`src/rtl/elevator_call_arbiter.sv`:
```
// -----------------------------------------------------------------------------
// elevator_call_arbiter
//
// Request scheduler in front of the elevator car controller. Button presses
// from the hall-up, hall-down and car panels are latched into pending
// registers, which also drive the button lamps. Pending calls are issued one
// at a time, round-robin, over a valid/ready port. Each accepted issue is
// followed by a minimum idle gap. A call is cleared when the car controller
// reports that stop as served.
//
// Source index map: car f -> f, hall-up f -> 8+f, hall-down f -> 16+f.
//
// Ports
//   clk, reset       clock; asynchronous active-high reset
//   hall_up[8]       up-button press pulses (bit 7 ignored)
//   hall_down[8]     down-button press pulses (bit 0 ignored)
//   car_req[8]       car-panel press pulses
//   current_floor[3] car position, used for car-call direction
//   emergency        blocks the start of a new issue
//   served_valid     one-cycle pulse: a stop has been completed
//   served_floor[3]  floor of the completed stop
//   served_dir       direction of the completed stop (1 = up)
//   out_valid        issued call presented (registered)
//   out_ready        car controller accepts the call
//   out_floor[3]     floor of the issued call (registered)
//   out_dir          direction of the issued call, 1 = up (registered)
//   pending_up/down/car[8]  pending-call lamps (registered)
//   queue_empty      no call pending (combinational from pending registers)
// -----------------------------------------------------------------------------
module elevator_call_arbiter #(
  parameter int unsigned NUM_SRC     = 24,
  parameter int unsigned HOLD_CYCLES = 4
) (
  input  logic       clk,
  input  logic       reset,
  input  logic [7:0] hall_up,
  input  logic [7:0] hall_down,
  input  logic [7:0] car_req,
  input  logic [2:0] current_floor,
  input  logic       emergency,
  input  logic       served_valid,
  input  logic [2:0] served_floor,
  input  logic       served_dir,
  output logic       out_valid,
  input  logic       out_ready,
  output logic [2:0] out_floor,
  output logic       out_dir,
  output logic [7:0] pending_up,
  output logic [7:0] pending_down,
  output logic [7:0] pending_car,
  output logic       queue_empty
);

  localparam int unsigned IDX_W = 5;
  localparam int unsigned CNT_W = 8;
  localparam logic [IDX_W-1:0] LAST_IDX = IDX_W'(NUM_SRC - 1);
  localparam logic [CNT_W-1:0] GAP_LOAD = CNT_W'(HOLD_CYCLES - 1);

  typedef enum logic [1:0] {
    IDLE  = 2'd0,
    ISSUE = 2'd1,
    GAP   = 2'd2
  } state_t;

  state_t               state;
  logic [NUM_SRC-1:0]   pending;
  logic [NUM_SRC-1:0]   issued;
  logic [NUM_SRC-1:0]   set_vec;
  logic [NUM_SRC-1:0]   clr_vec;
  logic [NUM_SRC-1:0]   hs_set;
  logic [NUM_SRC-1:0]   eligible;
  logic [IDX_W-1:0]     ptr;
  logic [IDX_W-1:0]     winner;
  logic [IDX_W-1:0]     next_ptr;
  logic [CNT_W-1:0]     gap_cnt;
  logic [IDX_W:0]       scan_idx;
  logic [IDX_W-1:0]     pick;
  logic                 found;
  logic [2:0]           pick_floor;
  logic                 pick_dir;
  logic                 handshake;

  // Press vector; the top hall-up and bottom hall-down buttons do not exist.
  assign set_vec = {hall_down & 8'hFE, hall_up & 8'h7F, car_req};

  // Served stop clears the car call at that floor and the hall call in the
  // direction the car was travelling.
  always_comb begin
    clr_vec = '0;
    if (served_valid) begin
      clr_vec[{2'b00, served_floor}] = 1'b1;
      if (served_dir) begin
        clr_vec[{2'b01, served_floor}] = 1'b1;
      end else begin
        clr_vec[{2'b10, served_floor}] = 1'b1;
      end
    end
  end

  assign handshake = (state == ISSUE) && out_ready;

  // A handshake only marks the winner issued if its call survived until now;
  // a same-cycle serve (even with a re-press) leaves it unissued.
  always_comb begin
    hs_set = '0;
    if (handshake && pending[winner] && !clr_vec[winner]) begin
      hs_set[winner] = 1'b1;
    end
  end

  // Pending/issued bookkeeping; a press beats a same-cycle serve.
  always_ff @(posedge clk or posedge reset) begin
    if (reset) begin
      pending <= '0;
      issued  <= '0;
    end else begin
      pending <= (pending & ~clr_vec) | set_vec;
      issued  <= (issued & ~clr_vec) | hs_set;
    end
  end

  assign eligible = pending & ~issued;

  // Round-robin scan starting at ptr, wrapping modulo NUM_SRC.
  always_comb begin
    found    = 1'b0;
    pick     = '0;
    scan_idx = '0;
    for (int unsigned i = 0; i < NUM_SRC; i++) begin
      scan_idx = (IDX_W+1)'(ptr) + (IDX_W+1)'(i);
      if (scan_idx >= (IDX_W+1)'(NUM_SRC)) begin
        scan_idx = scan_idx - (IDX_W+1)'(NUM_SRC);
      end
      if (!found && eligible[scan_idx[IDX_W-1:0]]) begin
        found = 1'b1;
        pick  = scan_idx[IDX_W-1:0];
      end
    end
  end

  // Low three index bits are the floor for every source group. Car calls
  // point up only when the floor is strictly above the car.
  assign pick_floor = pick[2:0];

  always_comb begin
    pick_dir = 1'b0;
    case (pick[4:3])
      2'b00:   pick_dir = (pick[2:0] > current_floor);
      2'b01:   pick_dir = 1'b1;
      default: pick_dir = 1'b0;
    endcase
  end

  assign next_ptr = (winner == LAST_IDX) ? '0 : winner + IDX_W'(1);

  // Issue state machine with registered call outputs.
  always_ff @(posedge clk or posedge reset) begin
    if (reset) begin
      state     <= IDLE;
      out_valid <= 1'b0;
      out_floor <= '0;
      out_dir   <= 1'b0;
      winner    <= '0;
      ptr       <= '0;
      gap_cnt   <= '0;
    end else begin
      case (state)
        IDLE: begin
          if (!emergency && found) begin
            winner    <= pick;
            out_floor <= pick_floor;
            out_dir   <= pick_dir;
            out_valid <= 1'b1;
            state     <= ISSUE;
          end
        end
        ISSUE: begin
          // Call stays presented until accepted, regardless of emergency.
          if (out_ready) begin
            out_valid <= 1'b0;
            ptr       <= next_ptr;
            gap_cnt   <= GAP_LOAD;
            state     <= GAP;
          end
        end
        GAP: begin
          if (gap_cnt == '0) begin
            state <= IDLE;
          end else begin
            gap_cnt <= gap_cnt - CNT_W'(1);
          end
        end
        default: begin
          state     <= IDLE;
          out_valid <= 1'b0;
        end
      endcase
    end
  end

  assign pending_car  = pending[7:0];
  assign pending_up   = pending[15:8];
  assign pending_down = pending[23:16];
  assign queue_empty  = ~|pending;

endmodule

```
`config.mk`:
```
export PLATFORM = sky130hd
export DESIGN_NAME = elevator_call_arbiter
export DESIGN_NICKNAME = d
export VERILOG_FILES = /design/src/rtl/elevator_call_arbiter.sv
export SDC_FILE = /design/constraint.sdc
export NUM_CORES = 1
export LEC_CHECK = 0
export ABC_CLOCK_PERIOD_IN_PS = 18000
export BUFFER_PORTS_ARGS = -buffer_cell sky130_fd_sc_hd__buf_2
export CAP_MARGIN = 20
export CORE_ASPECT_RATIO = 1.5
export CORE_UTILIZATION = 60
export DETAILED_ROUTE_END_ITERATION = 6
export PLACE_DENSITY = 0.79
export SLEW_MARGIN = 20
export SYNTH_ARGS = -nofsm -noshare
export SYNTH_HDL_FRONTEND = slang
export SYNTH_SLANG_ARGS = --single-unit
```
`constraint.sdc`:
```
create_clock -name clk -period 18 [get_ports clk]
set_clock_uncertainty 0.2 [all_clocks]
set_input_delay 2.7 -clock clk [delete_from_list [all_inputs] [get_ports clk]]
set_output_delay 2.7 -clock clk [all_outputs]
set_load 0.01 [all_outputs]
```
# Word level (Yosys, flattened, before mapping)
# Cells that the tools add are included.
[word_totals]
regBits = 73
[op_classes]
bitwise_logic = 10
n_addsub = 49
n_eq_ne = 8
n_reduce_logical = 67
muxes = 147
order_cmp = 57
[op_table]
columns = ["cell", "n"]
rows = [
  ["$mux W5", 49],
  ["$lt A5 B6 Y1 const B", 26],
  ["$ge A6 B5 Y1 const B", 23],
  ["$bmux W1 S5", 26],
  ["$sub A5 B5 Y5 const B", 24],
  ["$and A24 B24 Y24", 3],
  ["$mux W24", 3],
  ["$mux W1", 56],
  ["$add A5 B4 Y6 const B", 8],
  ["$add A5 B5 Y6 const B", 8],
  ["$not A24 Y24", 2],
  ["$or A24 B24 Y24", 2],
  ["$logic_and A1 B1 Y1", 31],
  ["$logic_not A1 Y1", 26],
  ["$add A5 B3 Y6 const B", 4],
  ["$or A8 B24 Y24", 1],
  ["$reduce_or A24 Y1", 1],
  ["$mux W8", 2],
  ["$or A8 B16 Y16", 1],
  ["$pmux W8 S2", 1],
  ["$add A5 B2 Y6 const B", 2],
  ["$ge A5 B1 Y1 const B", 2],
  ["$demux W1 S3", 3],
  ["$reduce_and A3 Y1", 3],
  ["other kinds (23)", 31],
]

# Depth between registers and ports, before layout
[logic_depth]
depth_word = 77
ltp_mapped = 31

# Least setup slack after synthesis
# No wires, ideal clock.
[synth_path]
kind = "register -> register"
from = "register ptr[0]"
to = "register out_dir"
arrival_time_ps = 5358
period_less_slack_ps = 5683
path_stages_with_launch = 29
required_time_ps = 17675
path_slack_ps = 12317
path_cell_list = "dfrtp_1 -> buf_6 -> buf_6 -> buf_6 -> buf_4 -> buf_4 -> buf_4 -> inv_1 -> ha_1 -> buf_2 -> clkbuf_1 -> or4_1 -> and4_1 -> o21ai_1 -> nand3_1 -> nor4_2 -> nand3_2 -> or2_2 -> o2bb2a_1 -> and3_1 -> nor2_1 -> a21oi_1 -> a21boi_0 -> ha_1 -> nor2b_1 -> o21a_1 -> o21ai_0 -> nand2_1 -> a2bb2oi_1"
[synth_between]
elab_chain_len = 76
word_cells_on_any_way = 243
[synth_lines]
columns = ["element", "line_no", "source"]
rows = [
  ["start, declared", "72", "logic [IDX_W-1:0] ptr;"],
  ["start signal, assigned", "181", "ptr <= next_ptr;"],
  ["parallel branches: the longest is 73 deep, another holds $add A5 B1 Y6", "-", ""],
  ["$mux W5 (*)", "134", "if (!found && eligible[scan_idx[IDX_W-1:0]]) begin"],
  ["named net pick[1]", "77", "logic [IDX_W-1:0] pick;"],
  ["$gt A3 B3 Y1 (*)", "148", "2'b00: pick_dir = (pick[2:0] > current_floor);"],
  ["$pmux W1 S2 (*)", "147", "case (pick[4:3])"],
  ["end signal, assigned", "172", "out_dir <= pick_dir;"],
  ["end, declared", "47", "output logic out_dir,"],
]
# Mark *: on every way through the listed nets, which the timed path passes. The select of a mux whose other input is x is not followed.
# A chain may end at the register's enable or synchronous reset.

# Worst setup path after layout
[layout_path]
from = "register ptr[2]"
to = "register out_dir"
# Same word-level chain as after synthesis.

==> flow_summary.yaml <==
grt:
  grtUsageTotal_pct: 42.0
  grt_pass1_wl_um: 52300
  grt_pass1_vias: 9687
  grt_max_degree: 71
  grt_overflow_total: 0
  antenna_found_initial: 0
sta:
  fin_crit_ns: 7.14
  slew_violations: 0
  clock.fmax_mhz: 140
  holdWs_ns: 0.279
  final_hold_viol_count: 0
  setup_viol: 0
  worst_slew_pin_slew_ns: 0.994
  slew_headroom_pct: 33.1
  fin_crit_sh_pct: 39.7
  setup_tns_ns: 0
  rsz0062_at_grt: "no"
yosys:
  netlist_instances: 1191
  netlist_area_um2: 9330
  ys_ff_latch: 70
  synth_cell_type_count: 98
  async_reset_ff_share_pct: 100
  synthFlopType: "dfrtp_1"
  synth_xor_area_share_pct: 4.75
  yosys.area_share.simple_pct: 34.1
  syn-num-nets: 1259
  synth_edf_count: 0
  synth_common_cells: "nand2_1, nor2_1, dfrtp_1"
  yosysSeqAreaShare_pct: 18.8
  ys_warn_count: 0
  synth_top_area_cell: "dfrtp_1"
  synth_top_family_by_area: "simple AND/OR/NAND/NOR gates"
  muxShareOfSynthArea_pct: 7.70
  synth_compound_area_share_pct: 25.1
  syn_avg_cell_area_um2: 7.84
  synth_fa_ha_area_share_pct: 4.29
  synth_top_area_share_pct: 18.8
  yosys.cell_count.top_type: "nand2_1"
  synthTopCellsByArea: "dfrtp_1, mux4_2, nand2_1"
critical_path:
  cp-end-kind: "flop"
  path_max_fanout: 32
  arrival_ns: 7.16
  r2r_setup_slack_ns: 10.86
  worst_ep_required_time_ns: 18.01
  reg2reg_to: "out_dir$_DFFE_PP0P_"
  r2r-start: "ptr[2]$_DFFE_PP0P_"
  r2r_cells: 24
  startpoint_type: "flop"
  path_class: "flop to flop"
  cp-startpoint: "ptr[2]$_DFFE_PP0P_"
min_path:
  hp-class: "flop to flop"
  hold_path_depth: 1
  min_delay_worst_endpoint: "out_valid$_DFFE_PP0P_"
  hp-start: "out_valid$_DFFE_PP0P_"
drt:
  drc: 0
  finalWirelength_um: 33600
  vias_per_cell: 7.10
  post_drt_wl_per_cell_um: 23.7
  drtIter0Drc: 852
  dr.pass1.iters: 5
  num_vias: 10100
  ant_nets: 0
finish:
  fin_cells: 1415
  layout.nets: 1279
  fin_area_um2: 9970
  drive_above_1_share_pct: 14.6
  diodes: 0
  area_growth_pct: 6.86
placement:
  portBuffers: 63
  dp_cells: 1399
  gp_congestion: 1.04
  place_area_um2: 9650
  dp_hpwl_um: 25500
floorplanning:
  dieWidth_um: 104
  start_util_pct: 61.6
  die_y_um: 155
  core_area_um2: 15100
  die_area_um2: 16100
  ios: 66
  rows: 55
clock_network:
  cts_tree: "yes"
  htreeDepth: 3
  cts_buffers: 9
  holdBufCountCts: 0
  clkSinkCount: 70
  ctsRootBufferMaster: "clkbuf_16"
  clock_latency_ns: 0.34
  clkTransAtPathRegs_ns: 0.06
  post-cts-setup-buffer-count: 0
  cts-resized-gates: 0
  clockBufferDepth: 2
run:
  drv_cap: 0
run_status:
  status: "complete, no violations"
state kept, by name, summed over array words and instances (netlist names):
name / count
winner: 3
state: 2
ptr: 5
gap_cnt: 8
out_dir: 1
out_floor: 2
issued: 24
pending: 24
out_valid: 1
per-stage QoR:
stage	utilization, %	worst slack [ns]
6_report	65.9	10.86
3_3_place_gp	63.8	11.02
3_5_place_dp	63.8	10.99
4_1_cts	65.9	10.96
5_1_grt	65.9	10.46
2_1_floorplan	-	12.32
layout make-up:
cell class / count / area [um^2]
fillers: 1312 / 5170
multi-input cells: 1017 / 7090
clock buffers: 9 / 225
clock inverters: 7 / 96.3
well taps: 199 / 249
inverters: 34 / 128
repair buffers: 79 / 435
flip-flops and latches: 70 / 1750
worst max-delay path, stage by stage, from the launching register on:
cell and delay, ns:
dfrtp_1 0.32, buf_4 0.42, inv_1 0.51, ha_1 0.45
xnor2_1 0.72, ha_1 0.27, nand3b_1 0.11, and3_1 0.20
a21o_1 0.23, mux2_2 0.28, o21ai_2 0.09, nor4_2 0.59
nand3_2 0.39, or2_2 0.44, o2bb2a_1 0.33, and3_1 0.19
nor2_1 0.11, a21oi_1 0.07, a21boi_0 0.20, ha_1 0.27
nor2b_1 0.13, o21a_1 0.15, o21ai_0 0.14, nand2_1 0.07
a2bb2oi_1 0.13
metal layers:
metal / GRT usage (%) / share of wire, % / vias up
met5: 0 / 0 / -
met4: 41.0 / 10 / 0
met3: 4.89 / 7.0 / 197
met2: 71.1 / 47 / 556
met1: 45.0 / 35 / 4742
li1: - / - / 4555
layout by cell type (no fill, tap or decap), drive strengths merged, types with 7 or more instances in the layout:
master,netlist,final
nand4,17,17
clkbuf,31,9
buf,39,79
a211o,7,7
inv,33,34
nand2,111,111
and3b,24,24
and3,13,13
o221ai,10,10
a21o,37,37
and2,13,13
o22ai,9,9
or3,9,9
ha,32,32
dfrtp,70,70
nand3b,12,12
a31oi,18,18
o21a,9,9
nor2,93,93
nor3,48,48
a211oi,7,7
nand3,36,36
o21ai,72,72
nor4,50,50
nor2b,26,26
nor3b,31,31
nand2b,39,39
mux2i,20,20
a21boi,7,7
a22o,8,8
or4,12,12
mux4,20,20
a21oi,57,57
xnor2,35,35
or2,12,12
xor2,10,10
o211ai,14,14
worst max-delay path by stage:
stage / endpoint / slack [ns] / depth (start not counted)
5_1_grt: out_dir$_DFFE_PP0P_ / 10.46 / 24
2_1_floorplan: out_dir$_DFFE_PP0P_ / 12.32 / 28
4_1_cts: out_dir$_DFFE_PP0P_ / 10.96 / 24
6_report: out_dir$_DFFE_PP0P_ / 10.86 / 24
3_5_place_dp: out_dir$_DFFE_PP0P_ / 10.99 / 24
3_3_place_gp: out_dir$_DFFE_PP0P_ / 11.02 / 24
cell families (layout without fill, tap and decap cells):
family	after synthesis	in the layout
AOI/OAI and AO/OA	332	332
xor gates and xnor gates	45	45
adders and majority gates	32	32
buffers and inverters	104	129
DFF	70	70
muxes	46	46
and+or+nand+nor	562	562
Power is not shown: default switching activity piles up to over one toggle a cycle in this logic, so the estimate is an artifact.
